## src/rtl/knn_load_sequencer.sv

```systemverilog
// Streams training samples and the query vector from two synchronous memories into
// knn_system in MAX_ELEMENTS-wide bursts, then captures the final inferred class.
module knn_load_sequencer #(
    parameter int unsigned M            = 5,
    parameter int unsigned N            = 10,
    parameter int unsigned W            = 32,
    parameter int unsigned MAX_ELEMENTS = 16,
    parameter int unsigned TYPE_W       = 3,
    parameter int unsigned L            = 6,
    parameter int unsigned AW           = 12,
    localparam int unsigned IAW         = $clog2(M*N)
) (
    input  logic                      clk,
    input  logic                      rst,
    input  logic                      start,
    output logic                      busy,
    output logic [AW-1:0]             tr_addr,
    output logic                      tr_rd_en,
    input  logic [W-1:0]              tr_rdata,
    output logic [IAW-1:0]            in_addr,
    output logic                      in_rd_en,
    input  logic [W-1:0]              in_rdata,
    output logic [W*MAX_ELEMENTS-1:0] training_data,
    output logic [TYPE_W-1:0]         training_data_type,
    output logic [W*MAX_ELEMENTS-1:0] input_data,
    output logic                      read_done,
    input  logic                      data_request,
    input  logic                      done,
    input  logic                      inference_done,
    input  logic [TYPE_W-1:0]         inferred_type,
    output logic [TYPE_W-1:0]         result_type,
    output logic                      result_valid
);

    localparam int unsigned ELEMS  = M * N;
    localparam int unsigned STRIDE = ELEMS + 1;
    localparam int unsigned NB     = (ELEMS + MAX_ELEMENTS - 1) / MAX_ELEMENTS;
    localparam int unsigned LAST_E = ELEMS - (NB - 1) * MAX_ELEMENTS;
    localparam int unsigned NSAMP  = 1 << L;
    localparam int unsigned SW     = L + 1;
    localparam int unsigned BW     = $clog2(NB) + 1;
    localparam int unsigned IW     = (MAX_ELEMENTS > 1) ? $clog2(MAX_ELEMENTS) : 1;

    typedef enum logic [3:0] {
        IDLE, FETCH, TYPE, DRAIN, SEND, WAIT_REQ, WAIT_DONE, WAIT_INF, REPORT
    } state_t;

    state_t          state;
    logic [SW-1:0]   sample;
    logic [BW-1:0]   burst;
    logic [IW-1:0]   idx;
    logic [IW-1:0]   cap_idx;
    logic            cap_lane;
    logic            cap_lbl;
    logic [AW-1:0]   sample_base;
    logic [IAW-1:0]  elem_base;
    logic            req_flag;
    logic            done_flag;
    logic            inf_flag;

    logic            last_burst;
    logic [IW-1:0]   idx_last;
    logic [IAW-1:0]  next_elem_base;
    logic [AW-1:0]   next_sample_base;

    assign last_burst       = (burst == BW'(NB - 1));
    assign idx_last         = last_burst ? IW'(LAST_E - 1) : IW'(MAX_ELEMENTS - 1);
    assign next_elem_base   = elem_base + IAW'(MAX_ELEMENTS);
    assign next_sample_base = sample_base + AW'(STRIDE);

    always_ff @(posedge clk or negedge rst) begin
        if (!rst) begin
            state              <= IDLE;
            busy               <= 1'b0;
            tr_addr            <= '0;
            tr_rd_en           <= 1'b0;
            in_addr            <= '0;
            in_rd_en           <= 1'b0;
            training_data      <= '0;
            training_data_type <= '0;
            input_data         <= '0;
            read_done          <= 1'b0;
            result_type        <= '0;
            result_valid       <= 1'b0;
            sample             <= '0;
            burst              <= '0;
            idx                <= '0;
            cap_idx            <= '0;
            cap_lane           <= 1'b0;
            cap_lbl            <= 1'b0;
            sample_base        <= '0;
            elem_base          <= '0;
            req_flag           <= 1'b0;
            done_flag          <= 1'b0;
            inf_flag           <= 1'b0;
        end else begin
            read_done    <= 1'b0;
            result_valid <= 1'b0;
            cap_lane     <= 1'b0;
            cap_lbl      <= 1'b0;

            // Memory data arrives one cycle after its read was issued.
            if (cap_lane) begin
                training_data[32'(cap_idx)*W +: W] <= tr_rdata;
                input_data[32'(cap_idx)*W +: W]    <= in_rdata;
            end
            if (cap_lbl) begin
                training_data_type <= tr_rdata[TYPE_W-1:0];
            end

            // Handshake pulses may land the cycle right after read_done, so remember them.
            if (state == WAIT_REQ || state == WAIT_DONE || state == WAIT_INF) begin
                if (data_request)   req_flag  <= 1'b1;
                if (done)           done_flag <= 1'b1;
                if (inference_done) inf_flag  <= 1'b1;
            end

            case (state)
                IDLE: begin
                    req_flag  <= 1'b0;
                    done_flag <= 1'b0;
                    inf_flag  <= 1'b0;
                    if (start) begin
                        busy          <= 1'b1;
                        sample        <= '0;
                        burst         <= '0;
                        sample_base   <= '0;
                        elem_base     <= '0;
                        idx           <= '0;
                        tr_addr       <= '0;
                        in_addr       <= '0;
                        tr_rd_en      <= 1'b1;
                        in_rd_en      <= 1'b1;
                        training_data <= '0;
                        input_data    <= '0;
                        state         <= FETCH;
                    end
                end
                FETCH: begin
                    cap_lane <= 1'b1;
                    cap_idx  <= idx;
                    if (idx == idx_last) begin
                        in_rd_en <= 1'b0;
                        if (last_burst) begin
                            tr_addr <= sample_base + AW'(ELEMS);
                            state   <= TYPE;
                        end else begin
                            tr_rd_en <= 1'b0;
                            state    <= DRAIN;
                        end
                    end else begin
                        idx     <= idx + IW'(1);
                        tr_addr <= tr_addr + AW'(1);
                        in_addr <= in_addr + IAW'(1);
                    end
                end
                TYPE: begin
                    tr_rd_en <= 1'b0;
                    cap_lbl  <= 1'b1;
                    state    <= DRAIN;
                end
                DRAIN: begin
                    read_done <= 1'b1;
                    state     <= SEND;
                end
                SEND: begin
                    req_flag  <= 1'b0;
                    done_flag <= 1'b0;
                    inf_flag  <= 1'b0;
                    state     <= last_burst ? WAIT_DONE : WAIT_REQ;
                end
                WAIT_REQ: begin
                    if (req_flag) begin
                        burst         <= burst + BW'(1);
                        elem_base     <= next_elem_base;
                        idx           <= '0;
                        tr_addr       <= sample_base + AW'(next_elem_base);
                        in_addr       <= next_elem_base;
                        tr_rd_en      <= 1'b1;
                        in_rd_en      <= 1'b1;
                        training_data <= '0;
                        input_data    <= '0;
                        state         <= FETCH;
                    end
                end
                WAIT_DONE: begin
                    // done takes priority; a request seen alongside it is dropped.
                    if (done_flag) begin
                        req_flag  <= 1'b0;
                        burst     <= '0;
                        elem_base <= '0;
                        if (sample == SW'(NSAMP - 1)) begin
                            state <= WAIT_INF;
                        end else begin
                            sample        <= sample + SW'(1);
                            sample_base   <= next_sample_base;
                            idx           <= '0;
                            tr_addr       <= next_sample_base;
                            in_addr       <= '0;
                            tr_rd_en      <= 1'b1;
                            in_rd_en      <= 1'b1;
                            training_data <= '0;
                            input_data    <= '0;
                            state         <= FETCH;
                        end
                    end
                end
                WAIT_INF: begin
                    if (inf_flag) begin
                        result_type  <= inferred_type;
                        result_valid <= 1'b1;
                        busy         <= 1'b0;
                        state        <= REPORT;
                    end
                end
                REPORT: begin
                    req_flag  <= 1'b0;
                    done_flag <= 1'b0;
                    inf_flag  <= 1'b0;
                    state     <= IDLE;
                end
                default: state <= IDLE;
            endcase
        end
    end

endmodule

```

## config.mk

```make
export PLATFORM = sky130hd
export DESIGN_NAME = knn_load_sequencer
export DESIGN_NICKNAME = d
export VERILOG_FILES = /design/src/rtl/knn_load_sequencer.sv
export SDC_FILE = /design/constraint.sdc
export NUM_CORES = 2
export LEC_CHECK = 0
export CORE_AREA = 10 10 426 428
export CTS_BUF_LIST = sky130_fd_sc_hd__clkbuf_4 sky130_fd_sc_hd__clkbuf_8
export DETAILED_ROUTE_END_ITERATION = 6
export DIE_AREA = 0 0 436 438
export GPL_TIMING_DRIVEN = 1
export PLACE_DENSITY_LB_ADDON = 0.1
export SLEW_MARGIN = 20
export SYNTH_ARGS = -nofsm -noshare
export SYNTH_HDL_FRONTEND = slang
export SYNTH_SLANG_ARGS = --single-unit
```

## constraint.sdc

```tcl
create_clock -name clk -period 3.3 [get_ports clk]
set_input_delay 0.33 -clock clk [delete_from_list [all_inputs] [get_ports clk]]
set_output_delay 0.33 -clock clk [all_outputs]
set_load 0.01 [all_outputs]
```

### Yosys cells after proc, flatten, opt, wreduce, memory -nomap -nowiden

Cells that the tools add are included.

* add/subtract/negate cells: 10
* equal/unequal tests: 20
* shifts and indexed selects: 3
* muxes and demuxes: 80
* reduce and logical (&&, ||, !) cells: 23

Operators with widths (count)
* $mux W512: 10
* $pmux W512 S3: 2
* $bwmux W512: 2
* $shiftx A32 B34 Y512: 2
* $shift A32 B34 Y512 const A: 1
* $mux W12: 6
* $pmux W12 S4: 1
* $mux W4: 11
* $mux W6: 6
* $neg A9 Y34: 1
* $pmux W4 S8: 1
* $add A12 B6 Y12 const B: 2
* $pmux W12 S2: 1
* $pmux W6 S4: 1
* $mux W1: 23
* $mux W7: 3
* $pmux W6 S3: 1
* $reduce_and A6 Y1: 3
* $eq A4 B3 Y1 const B: 4
* $ne A2 B2 Y1 const B: 8
* $pmux W4 S4: 1
* $pmux W7 S2: 1
* $add A12 B1 Y12 const B: 1
* $add A12 B6 Y12: 1
* other kinds (30): 43

* bits in registers: 1098
* output and inout bits: 1053
* logic and storage cells: 159

### Longest topological paths before layout

* depth after elaboration: 7
* gate-level depth with buffers: 13
* mapped depth without buffers: 9

### Least setup slack after synthesis

OpenSTA, ideal clock, no wires.

* path kind: reg2reg
* start: register cap_idx[0]
* end: register input_data[244]
* library setup time: 77 ps
* arrival time: 2434 ps
* required time: 3223 ps
* path slack: 788 ps
* stages on the path, launching flop included: 11
* period minus slack after synthesis: 2512 ps
* cells stage by stage: dfrtp_1 > buf_4 > inv_2 > ha_1 > buf_2 > buf_2 > nor3_1 > buf_2 > clkbuf_1 > nand3_1 > a21oi_1

* word-level cells in the longest chain between the ends: 7
* elaborated cells on any way between the ends: 10
* classes of those cells: add/sub: 1; shift: 2; mux: 7

RTL lines
* start: declaration: line 52 `logic [IW-1:0] cap_idx;`
* start signal: assignment: line 141 `cap_idx <= idx;`
* $neg A9 Y34 *: line 105 `input_data[32'(cap_idx)*W +: W] <= in_rdata;`
* $shiftx A32 B34 Y512 or $shift A32 B34 Y512 (tied branches): line 105
* $bwmux W512 *: line 105
* $mux W512 *: line 103 `if (cap_lane) begin`
* $mux W512: line 192 `if (sample == SW'(NSAMP - 1)) begin`
* $mux W512: line 188 `if (done_flag) begin`
* $pmux W512 S3 *: line 118 `case (state)`
* end signal: indexed assignment: line 105
* end: declaration: line 25 `output logic [W*MAX_ELEMENTS-1:0] input_data,`

Mark *: on every way between the ends. The rest lies on a longest branch, timed or not.
A chain may end at the register's enable or synchronous reset.

### Final worst setup path

* start: register state[2]
* end: register input_data[475]

* word-level cells in the longest chain between the ends: 2
* elaborated cells on any way between the ends: 4
* classes of those cells: eq/ne: 2; mux: 1; reduce/logical: 1

RTL lines
* start: declaration: line 48 `state_t state;`
* start signal: assignment: line 170 `state <= last_burst ? WAIT_DONE : WAIT_REQ;`
* $eq A4 B3 Y1 or $logic_not A4 Y1 (tied branches): line 118
* $pmux W512 S3 *: line 118

Marked as above.

==> out/metrics.cfg <==
[outcome]
status=finished clean

[clocking]
cts_tree=built
insertion_delay_ns=0.97
cts.clk_slew.worst_paths_ns=0.06
htree_levels=4
clkSinkCount=1094
cts_root_buffer=clkbuf_8
cts_inserted_buffers=200
post_cts_buffers=0
cts.path.max_buffers=3

[worst_setup_path]
crit_path_end_kind=register
cp_slowest_cell=dfrtp_1
worstSetupPathType=register to register
worstPathCellList=inv_1, or3_1, o21ai_1, and2_4, buf_4, a21oi_1
crit_required_ns=4.06
max_stage_delay_ns=0.71
critical_path.max_fanout=45
cp.arrival_ns=3.66
startpoint_type=register

[global_route]
grt_start_max_net_pins=101
grt_antenna_before_repair=11
grt_pass1_vias=45600
grt_pass1_wl_um=398000
grt_usage_pct=29.2
grt_overflow_total=0

[sta]
drv_slew=0
rsz0062_at_grt=no
fin_skew_ns=0.0764
setup_viol=0
setup_tns_ns=0
tightest_slew_ns=1.13
hold_ws_ns=0.209
fin_crit_sh_pct=88.1
min_period_ns=2.91
hold_violations=0
relSlewSlack_pct=25.0
clock.fmax_mhz=344

[die]
die_w_um=436
die-area_sq_mm=0.191
core_sq_mm=0.173
die_y_um=438
initial_utilization_pct=26.9
io_pins=1126
num_rows=153

[yosys]
yosys.area.top_type_share_pct=58.7
synth-compound-area-share_pct=13.3
syn_inst=5207
synthArstFlopShare_pct=100
synth_top_family_by_area=simple AND/OR/NAND/NOR gates
synth_ff_type=dfrtp_1
synth_xor_area_share_pct=0.301
synth_edf_count=0
synth_area_leaders=dfrtp_1, a21oi_1, nand2_1, nand3_1, clkbuf_1
yosysTopAreaCell=dfrtp_1
synth_common_cells=nand2_1, dfrtp_1, a21oi_1
syn_avg_cell_area_sq_um=8.95
synth-simple-area-share_pct=22.2
synthAdderAreaFrac_pct=0.349
ys_seq_area_share_pct=58.7
netlist_area_sq_mm=0.0466
ys_types=77
yosysMostFrequentCell=nand2_1
synth.ff_latch_count=1094
syn-num-nets=5293
synth_mux_area_share_pct=0.140
ys_warn_count=0

[power_and_ir_drop]
p_switching_w=0.0215
leakagePower_nw=27.2
p_sw_share_pct=41.9
combPwrFrac_pct=38.9
power.total_w=0.0513
p_per_area_mw_per_mm2=774
worst_ir_drop_vdd_v=0.000671
seq_power_share_pct=34.0
intPower_w=0.0298
p_clk_share_pct=27.1

[placed_design]
place_hpwl_um=194000
finalWeightedCongestion=0.841
io_buffer_count=1125

[final_layout]
syn_to_final_growth_pct=42.1
drive_gt1_share_pct=10.9
final_nets=6358

[detailed_routing]
drt-pass1-iter-count=6
wl_per_cell_um=33.3
totalWireLength_um=292000
num_vias=46700
via_per_inst=5.33
route.antenna.remaining_nets=0
route.detailed.drc=0
drtIter0Drc=5176

[run]
max_cap_viol_count=0

[worst_hold_path]
hold_class=input port to register

## final timing paths
kind	start	end	slack [ns]	cells past startpoint
worst max-delay path	state[2]	input_data[475]	0.39	6
worst min-delay path	in_rdata[14]	input_data[270]	0.21	4
worst max register to register	state[2]	input_data[475]	0.39	6
worst min register to register	sample[6]	sample[6]	0.48	1
max in group asynchronous	rst	input_data[105]	1.66	5
min in group asynchronous	rst	training_data[45]	0.61	3
## final cells by class
type,count,area [sq um]
diodes,9,22.5
clock buffers,326,3940
multi-input cells,3550,17200
clock inverters,29,255
inverters,18,67.6
flip-flops and latches,1094,27400
well taps,2325,2910
repair buffers,1408,14500
fillers,17700,107000
## kinds of logic after synthesis
group | count (synthesis)
flip-flops | 1094
buffers and inverters | 563
AO/OA/AOI/OAI | 1183
XOR/XNOR | 16
multiplexers | 6
adder cells (fa/ha/maj) | 13
AND/OR/NAND/NOR | 2332
## placed cells by master (no fill, tap or decap), types with 6 or more instances in the layout
cell	count
a31oi_1	6
nand3_1	786
ha_1	13
inv_1	15
dlygate4sd3_1	29
o31ai_1	9
and3_1	28
buf_2	21
and3_4	9
clkinv_2	14
nand4_1	69
xnor2_1	7
diode_2	9
dfrtp_1	1094
a22o_1	12
clkdlybuf4s50_1	1103
a21oi_1	1049
and2_1	7
o21ai_0	50
nor3_1	16
xor2_1	7
nand3_4	9
clkbuf_4	87
nor2_1	204
clkinvlp_4	7
nand2_1	1132
clkbuf_8	239
buf_4	166
nor2_4	7
o211ai_1	8
nand2b_1	9
buf_12	88
## state kept, by name, indices dropped and copies added, names as in the netlist, 2 cells and up
register and count:
elem_base 2, sample_base 12, idx 4, input_data 512, result_type 3, sample 7, burst 3, training_data_type 3
training_data 512, in_addr 6, cap_idx 4, state 4, tr_addr 12
## power groups by stage
stage | registers (W) | clock network [W] | logic [W]
after global routing | 0.0176 | 0.0148 | 0.0210
after CTS | 0.0174 | 0.0142 | 0.0200
after floorplan | 0.0178 | 0 | 0.00769
final | 0.0174 | 0.0139 | 0.0199
after global placement | 0.0176 | 0 | 0.0199
after detailed placement | 0.0176 | 0 | 0.0199
## through the flow
step                      util (%)  setup slack [ns]  cells  instance area [sq um]
after CTS                     38.3             0.389   8750                  66200
final                         38.3             0.393   8759                  66200
after global routing          38.3             0.178   8753                  66200
after detailed placement      35.7             0.369   8365                  61700
after floorplan                  -             0.788   5207                  46600
after global placement        35.7             0.393   8365                  61700
## layer usage
layer,part of all wire (%),track usage [%],routed length (um)
met1,39,35.8,114000
met2,47,47.5,138000
met3,7.4,6.82,21500
met4,6.1,15.9,17900
met5,0.0024,0,7
## timing repair
| item | CTS | global route |
|---|---|---|
| resized for setup | 0 | 0 |
| hold buffers | 30 | 0 |
| hold endpoints to repair | 617 | 0 |
| setup endpoints to repair | 0 | 0 |
## worst max-delay path: cells and delay by family, from the launching register on
kind	cells	cell delay [ns]
buf+inv	2	0.70
simple gates	2	0.93
compound gates	2	0.33
flops	1	0.71
Power figures use the tool's default switching activity.
